File: config.mk
export PLATFORM = sky130hd
export DESIGN_NAME = adder_tree_acc_flat
export DESIGN_NICKNAME = d
export VERILOG_FILES = /design/src/rtl/adder_tree_acc_if.sv /design/src/rtl/adder_tree_acc.sv /design/src/flat_wrapper.sv
export SDC_FILE = /design/constraint.sdc
export NUM_CORES = 2
export LEC_CHECK = 0
export ABC_AREA = 1
export CAP_MARGIN = 20
export CORE_MARGIN = 8
export CORE_UTILIZATION = 30
export DETAILED_ROUTE_END_ITERATION = 8
export PLACE_DENSITY = 0.43
export SYNTH_ARGS = -nofsm -noshare
export SYNTH_HDL_FRONTEND = slang
export SYNTH_SLANG_ARGS = --single-unit
export TNS_END_PERCENT = 30
File: constraint.sdc
create_clock -name clk -period 2.48 [get_ports clk]
set_input_delay 0.496 -clock clk [delete_from_list [all_inputs] [get_ports clk]]
set_output_delay 0.496 -clock clk [all_outputs]
set_load 0.02 [all_outputs]
File: src/rtl/adder_tree_acc_if.sv
// rtl/adder_tree_acc_if.sv - beat input / result output handshake bundle for adder_tree_acc
interface adder_tree_acc_if #(
  parameter int WIDTH       = 32,
  parameter int KERNEL_SIZE = 9,
  parameter int CH_NUM      = 4
);
  localparam int OUT_WIDTH = WIDTH + $clog2(KERNEL_SIZE) + $clog2(CH_NUM);

  logic [KERNEL_SIZE-1:0][WIDTH-1:0] din;
  logic                              in_valid;
  logic                              in_ready;
  logic                              flush;
  logic [OUT_WIDTH-1:0]              dout;
  logic                              out_valid;
  logic                              out_ready;

  modport master (
    output din, in_valid, flush, out_ready,
    input  in_ready, dout, out_valid
  );

  modport slave (
    input  din, in_valid, flush, out_ready,
    output in_ready, dout, out_valid
  );
endinterface

File: src/rtl/adder_tree_acc.sv
// rtl/adder_tree_acc.sv - pipelined signed adder tree with per-channel accumulation
module adder_tree_acc #(
  parameter int WIDTH       = 32,
  parameter int KERNEL_SIZE = 9,
  parameter int CH_NUM      = 4
) (
  input  logic           clk,
  input  logic           rst,
  adder_tree_acc_if.slave bus
);
  localparam int LVL       = $clog2(KERNEL_SIZE);
  localparam int OUT_WIDTH = WIDTH + LVL + $clog2(CH_NUM);
  localparam int CNT_W     = (CH_NUM > 1) ? $clog2(CH_NUM) : 1;

  function automatic int nodes(input int k);
    int n;
    n = KERNEL_SIZE;
    for (int i = 0; i < k; i++) n = (n + 1) / 2;
    return n;
  endfunction

  logic                 en;
  logic                 accept;
  logic                 out_valid_r;
  logic [OUT_WIDTH-1:0] acc;
  logic [CNT_W-1:0]     cnt;
  logic                 res_v;
  logic [OUT_WIDTH-1:0] res_d;

  // The whole pipeline freezes only while a finished result is waiting to be taken.
  assign en           = !out_valid_r || bus.out_ready;
  assign bus.in_ready = rst && en && !bus.flush;
  assign accept       = bus.in_valid && bus.in_ready;

  for (genvar k = 0; k <= LVL; k++) begin : g_lvl
    localparam int NO = nodes(k);
    logic                 v;
    logic [OUT_WIDTH-1:0] d [NO];

    if (k == 0) begin : g_in
      always_ff @(posedge clk or negedge rst) begin
        if (!rst) begin
          v <= 1'b0;
          for (int j = 0; j < NO; j++) d[j] <= '0;
        end else if (bus.flush) begin
          v <= 1'b0;
        end else if (en) begin
          v <= accept;
          if (accept) begin
            for (int j = 0; j < NO; j++) d[j] <= OUT_WIDTH'($signed(bus.din[j]));
          end
        end
      end
    end else begin : g_add
      localparam int NP = nodes(k - 1);
      always_ff @(posedge clk or negedge rst) begin
        if (!rst) begin
          v <= 1'b0;
          for (int j = 0; j < NO; j++) d[j] <= '0;
        end else if (bus.flush) begin
          v <= 1'b0;
        end else if (en) begin
          v <= g_lvl[k-1].v;
          for (int j = 0; j < NP / 2; j++) begin
            d[j] <= g_lvl[k-1].d[2*j] + g_lvl[k-1].d[2*j+1];
          end
          // Leftover odd operand rides through this level untouched.
          if (NP % 2 == 1) d[NO-1] <= g_lvl[k-1].d[NP-1];
        end
      end
    end
  end

  always_ff @(posedge clk or negedge rst) begin
    if (!rst) begin
      res_v <= 1'b0;
      res_d <= '0;
    end else if (bus.flush) begin
      res_v <= 1'b0;
    end else if (en) begin
      res_v <= g_lvl[LVL].v;
      res_d <= g_lvl[LVL].d[0];
    end
  end

  always_ff @(posedge clk or negedge rst) begin
    if (!rst) begin
      acc         <= '0;
      cnt         <= '0;
      out_valid_r <= 1'b0;
    end else if (bus.flush) begin
      cnt         <= '0;
      out_valid_r <= 1'b0;
    end else if (en) begin
      out_valid_r <= 1'b0;
      if (res_v) begin
        acc <= (cnt == '0) ? res_d : acc + res_d;
        if (cnt == CNT_W'(CH_NUM - 1)) begin
          out_valid_r <= 1'b1;
          cnt         <= '0;
        end else begin
          cnt <= cnt + 1'b1;
        end
      end
    end
  end

  assign bus.out_valid = out_valid_r;
  assign bus.dout      = out_valid_r ? acc : '0;
endmodule

File: src/flat_wrapper.sv
// flat-port wrapper written by rule: the top's interface ports become plain ports
module adder_tree_acc_flat 
#(
  parameter int WIDTH       = 32,
  parameter int KERNEL_SIZE = 9,
  parameter int CH_NUM      = 4
)
  (clk, rst, bus_din, bus_in_valid, bus_flush, bus_out_ready, bus_in_ready, bus_dout, bus_out_valid);
  adder_tree_acc_if #(.WIDTH(WIDTH), .KERNEL_SIZE(KERNEL_SIZE), .CH_NUM(CH_NUM)) bus_i ();
  input  logic clk;
  input  logic rst;
  input wire logic [$bits(bus_i.din)-1:0] bus_din;
  input wire logic [$bits(bus_i.in_valid)-1:0] bus_in_valid;
  input wire logic [$bits(bus_i.flush)-1:0] bus_flush;
  input wire logic [$bits(bus_i.out_ready)-1:0] bus_out_ready;
  output wire logic [$bits(bus_i.in_ready)-1:0] bus_in_ready;
  output wire logic [$bits(bus_i.dout)-1:0] bus_dout;
  output wire logic [$bits(bus_i.out_valid)-1:0] bus_out_valid;
  assign bus_i.din = bus_din;
  assign bus_i.in_valid = bus_in_valid;
  assign bus_i.flush = bus_flush;
  assign bus_i.out_ready = bus_out_ready;
  assign bus_in_ready = bus_i.in_ready;
  assign bus_dout = bus_i.dout;
  assign bus_out_valid = bus_i.out_valid;
  adder_tree_acc #(.WIDTH(WIDTH), .KERNEL_SIZE(KERNEL_SIZE), .CH_NUM(CH_NUM)) u_core (.clk(clk), .rst(rst), .bus(bus_i));
endmodule
### Word level (Yosys, flattened, before mapping)

Index checks and enable logic that the tools add are counted.

| operators by class | value |
|---|---|
| add/sub/neg operators | 10 |
| multipliers | 0 |
| div/mod/pow operators | 0 |
| magnitude comparators | 0 |
| equality and inequality tests | 1 |
| shifts and indexed selects | 0 |
| multiplexer cells | 22 |
| bitwise gates (word level) | 1 |
| reductions and logical operators | 13 |

Operators by type and width:

| operator | count |
|---|---|
| 38-bit adder | 5 |
| 32-bit by 32-bit adder with 33-bit output | 4 |
| 38-bit 2-to-1 mux | 2 |
| 1-bit 2-to-1 mux | 16 |
| 2-bit 2-to-1 mux | 4 |
| 3-bit AND reduction | 2 |
| 2-bit AND reduction | 2 |
| 2-bit nonzero test | 2 |
| 1-bit logical AND | 3 |
| 2-bit by 1-bit adder with 2-bit output, second input constant | 1 |
| 2-bit == test, second input constant | 1 |
| 1-bit logical NOT | 2 |
| 2-bit logical NOT | 1 |
| 1-bit logical OR | 1 |
| 1-bit inverter | 1 |

| storage, ports and cells | value |
|---|---|
| flip-flop bits (word level) | 773 |
| bits in latches | 0 |
| memory bits (writable) | 0 |
| memory bits (read-only) | 0 |
| input bits | 293 |
| output and inout port bits | 40 |
| logic and storage cells | 77 |
| memories kept | 0 |

### Logic depth before layout (Yosys ltp)

| depth | value |
|---|---|
| depth in word-level cells | 7 |
| gate-level depth with buffers | 15 |
| depth with buffers taken out | 15 |

### Worst setup path after synthesis

No wires, ideal clock.

| path | value |
|---|---|
| path type | reg2reg |
| start | reg u_core.res_d[0] |
| end | reg u_core.acc[32] |
| library setup time | 116 ps |
| arrival | 1882 ps |
| data required time | 2364 ps |
| setup slack | 482 ps |
| cell stages (with the launch flop) | 15 |
| path buffers | 0 |
| cells stage by stage | dfrtp_1 ha_1 fa_1 nand3_1 nand3_1 nand2_1 nand2_1 nand3b_1 nand2_1 nand2_1 nand2_1 nand2_1 nand3_1 nand2_1 nand2_1 |

| between the ends | value |
|---|---|
| longest elaborated chain between the ends | 2 |

RTL lines:

| element | line | RTL |
|---|---|---|
| start, declared | adder_tree_acc.sv:28 | `logic [OUT_WIDTH-1:0] res_d;` |
| start signal, assigned | adder_tree_acc.sv:82 | `res_d <= g_lvl[LVL].d[0];` |
| 38-bit adder | adder_tree_acc.sv:97 | `acc <= (cnt == '0) ? res_d : acc + res_d;` |
| 38-bit 2-to-1 mux | adder_tree_acc.sv:97 |  |
| end signal, assigned | adder_tree_acc.sv:97 |  |
| end, declared | adder_tree_acc.sv:25 | `logic [OUT_WIDTH-1:0] acc;` |

No other way between the ends.
A chain may end at the register's enable or synchronous reset.

### Worst setup path in the final report

| path | value |
|---|---|
| start | reg u_core.g_lvl[1].d[117] (netlist bit) |
| end | reg u_core.g_lvl[2].d[90] (netlist bit) |

| between the ends | value |
|---|---|
| longest elaborated chain between the ends | 1 |

RTL lines:

| element | line | RTL |
|---|---|---|
| start, declared | adder_tree_acc.sv:38 | `logic [OUT_WIDTH-1:0] d [NO];` |
| start signal, assigned by index | adder_tree_acc.sv:65 | `d[j] <= g_lvl[k-1].d[2*j] + g_lvl[k-1].d[2*j+1];` |
| start signal, assigned by index | adder_tree_acc.sv:68 | `if (NP % 2 == 1) d[NO-1] <= g_lvl[k-1].d[NP-1];` |
| 38-bit adder | adder_tree_acc.sv:65 |  |
| end signal, assigned by index | adder_tree_acc.sv:65 |  |
| end signal, assigned by index | adder_tree_acc.sv:68 |  |
| end, declared | adder_tree_acc.sv:38 |  |

No other way between the ends.

==> results.toml <==
[outcome]
status = "complete, no violations"

[timing]
slew_headroom_pct = 35.4
fin_crit_ns = 2.34
finalClockSkew_ns = 0.0360
finalCritPeriodShare_pct = 94.3
fmax_mhz = 427
setup-violations-final = 0
hold_violations = 0
rsz0062_at_grt = "yes"
slew_viol_final = 0
worstMarginPinSlew_ns = 0.969
fin_tns_setup_ns = 0

[clock_network]
cts_tree = "built"
post_cts_buffers = 0
htree_levels = 3
clockBufferDepth = 3
clock_latency_ns = 0.71
cts_sinks = 753
cts_root_buf = "clkbuf_16"
cts-buffers-inserted = 92
cts.clk_slew.worst_paths_ns = 0.07

[die]
fp.dieH_um = 416
fp.dieW_um = 416
ioPinCount = 333
start_util_pct = 30.0
core_um2 = 160000
rows = 147
fp.dieArea_um2 = 173000

[synthesis]
yosys.area.top_type_share_pct = 39.3
yosysSeqAreaShare_pct = 39.3
syn_area_um2 = 48000
synth_fp_nets = 6870
synth.area.top_cells = "dfrtp_1, nand2_1, ha_1, a21oi_1, inv_1"
ys.flop_type = "dfrtp_1"
ys_types = 48
synth.largest_area_cell = "dfrtp_1"
synth-edff-count = 0
yosys_warnings = 0
syn_inst = 6261
avgSynthCellArea_um2 = 7.67
synth_async_sr_flop_share_pct = 100
synth-seq-cells = 753

[cells_and_area]
final.fill_count = 16900
drive_above_1_share_pct = 6.92
multiInputGateArea_um2 = 26300
final_cell_mix = "nand2_1, dfrtp_1, inv_1, nor2_1, a21oi_1"
syn_to_final_growth_pct = 20.5
num-nets-final = 7286
seqCellArea_um2 = 18800
final_common_cell = "nand2_1"
postLayoutCoreUtil_pct = 36.2
layoutNonFillerInstCount = 8837

[grt]
antenna_found_initial = 3
grt_max_degree = 138
grtUsageTotal_pct = 17.2
grt_overflow_total = 0
grt_pass1_vias = 43000
grt_pass1_wl_um = 241000

[flow_run]
cap_violations = 0

[routing]
first_pass_iters = 6
drt_iter0_markers = 2270
wire_per_inst_um = 17.0
antenna_left = 0
vias_per_cell = 4.71
drc_errors = 0
num_vias = 41700
wl_um = 151000

[power_and_ir_drop]
p_per_area_nw_per_um2 = 1140
ir_drop_mv = 0.590
leakagePower_uw = 0.0287

[placement]
dp_hpwl_um = 121000
port-buffer-count = 332
dp.cells = 8668
gp_congestion = 0.881

[setup_path]
arrival_ns = 2.95
critPathLaunchType = "flop"
cp.required_ns = 3.09
crit_path_end_kind = "flop"
path_class = "flop to flop"
cp_max_fo = 5

[worst_hold_path]
hp-class = "primary input to flop"
-- power breakdown --
part           switching [µW]  internal, µW  leakage (µW)  total, µW
Combinational           20600         12300        0.0181      33000
Sequential               3280         16000       0.00907      19300
Clock                    5730          8190       0.00155      13900
Total                   29700         36500        0.0287      66200
-- state kept, by name, summed over array words and instances, names as in the netlist --
signal / cells
u_core.bus.out_valid: 1
u_core.res_v: 1
u_core.g_lvl.d: 668
u_core.cnt: 2
u_core.acc: 38
u_core.g_lvl.v: 5
u_core.res_d: 38
-- worst max-delay path: stages (launching register included) --
cell     delay, ns
dfrtp_1       0.49
ha_1          0.42
a21oi_1       0.35
o21ai_4       0.13
a21oi_1       0.26
o21ai_2       0.16
or2_2         0.30
nand3_1       0.07
nand2_1       0.05
-- metrics by stage --
stage	instance area [µm²]	power [µW]	hold slack, ns	worst slack, ns
floorplan	48000	41300	0.200	0.482
global placement	54700	52400	0.458	0.00127
detailed placement	54700	52500	0.457	0.00336
CTS	57800	67000	0.301	0.0479
global route	57900	72400	0.321	-0.00812
finish	57900	66200	0.367	0.140
-- area by class of cell --
type | instances | share of cell area, %
diodes | 1 | 0.00433
inverters | 544 | 3.54
repair buffers | 471 | 8.41
flip-flops and latches | 753 | 32.6
clock inverters | 40 | 0.867
clock buffers | 127 | 4.60
multi-input cells | 4815 | 45.5
well taps | 2086 | 4.51
-- logic make-up after synthesis --
kind of cell / after synthesis / share of synthesized area, %
AND/OR/NAND/NOR: 3188 / 27.0
AO/OA/AOI/OAI: 931 / 10.3
flip-flops: 753 / 39.3
buffers and inverters: 693 / 6.07
adder cells (fa/ha/maj): 316 / 8.38
multiplexers: 257 / 6.81
XOR/XNOR: 123 / 2.24
-- what timing repair did --
item,in CTS,in global routing
hold buffers,1,0
gates cloned,0,0
resized for setup,43,18
pin swaps,0,1
endpoints found under the setup margin,40,26
endpoints found under the hold margin,11,0
-- path summary, 6_finish.rpt --
kind	startpoint	slack (ns)	to	cells after the start
min in group asynchronous	rst	0.43	u_core.g_lvl[0].d[26]$_DFFE_PN0P_	3
max	u_core.g_lvl[1].d[117]$_DFFE_PN0P_	0.14	u_core.g_lvl[2].d[90]$_DFFE_PN0P_	8
min reg2reg	u_core.g_lvl[4].d[15]$_DFFE_PN0P_	0.47	u_core.res_d[15]$_DFFE_PN0P_	2
max in group asynchronous	rst	0.94	u_core.g_lvl[0].d[328]$_DFFE_PN0P_	4
min	bus_din[259]	0.37	u_core.g_lvl[0].d[3]$_DFFE_PN0P_	3
max reg2reg	u_core.g_lvl[1].d[117]$_DFFE_PN0P_	0.14	u_core.g_lvl[2].d[90]$_DFFE_PN0P_	8
-- synthesized netlist by cell type, types with 27 or more instances --
library cell and n:
a21oi_1 432, buf_2 48, clkbuf_1 49, dfrtp_1 753, ha_1 307, inv_1 540, mux2_1 134, mux2_4 100
nand2_1 2093, nand3_1 376, nand3b_1 55, nand4_1 35, nor2_1 517, nor3_1 59, o21a_1 27, o21ai_0 372
xnor2_1 93, xor2_1 30
-- routing by layer --
layer | GRT usage (%) | routed length (µm) | vias up
li1 | - | - | 21400
met1 | 22.4 | 69900 | 19500
met2 | 29.4 | 70900 | 625
met3 | 2.70 | 5180 | 193
met4 | 4.92 | 4640 | 0
met5 | 0 | 0 | -
Power figures use the tool's default switching activity.
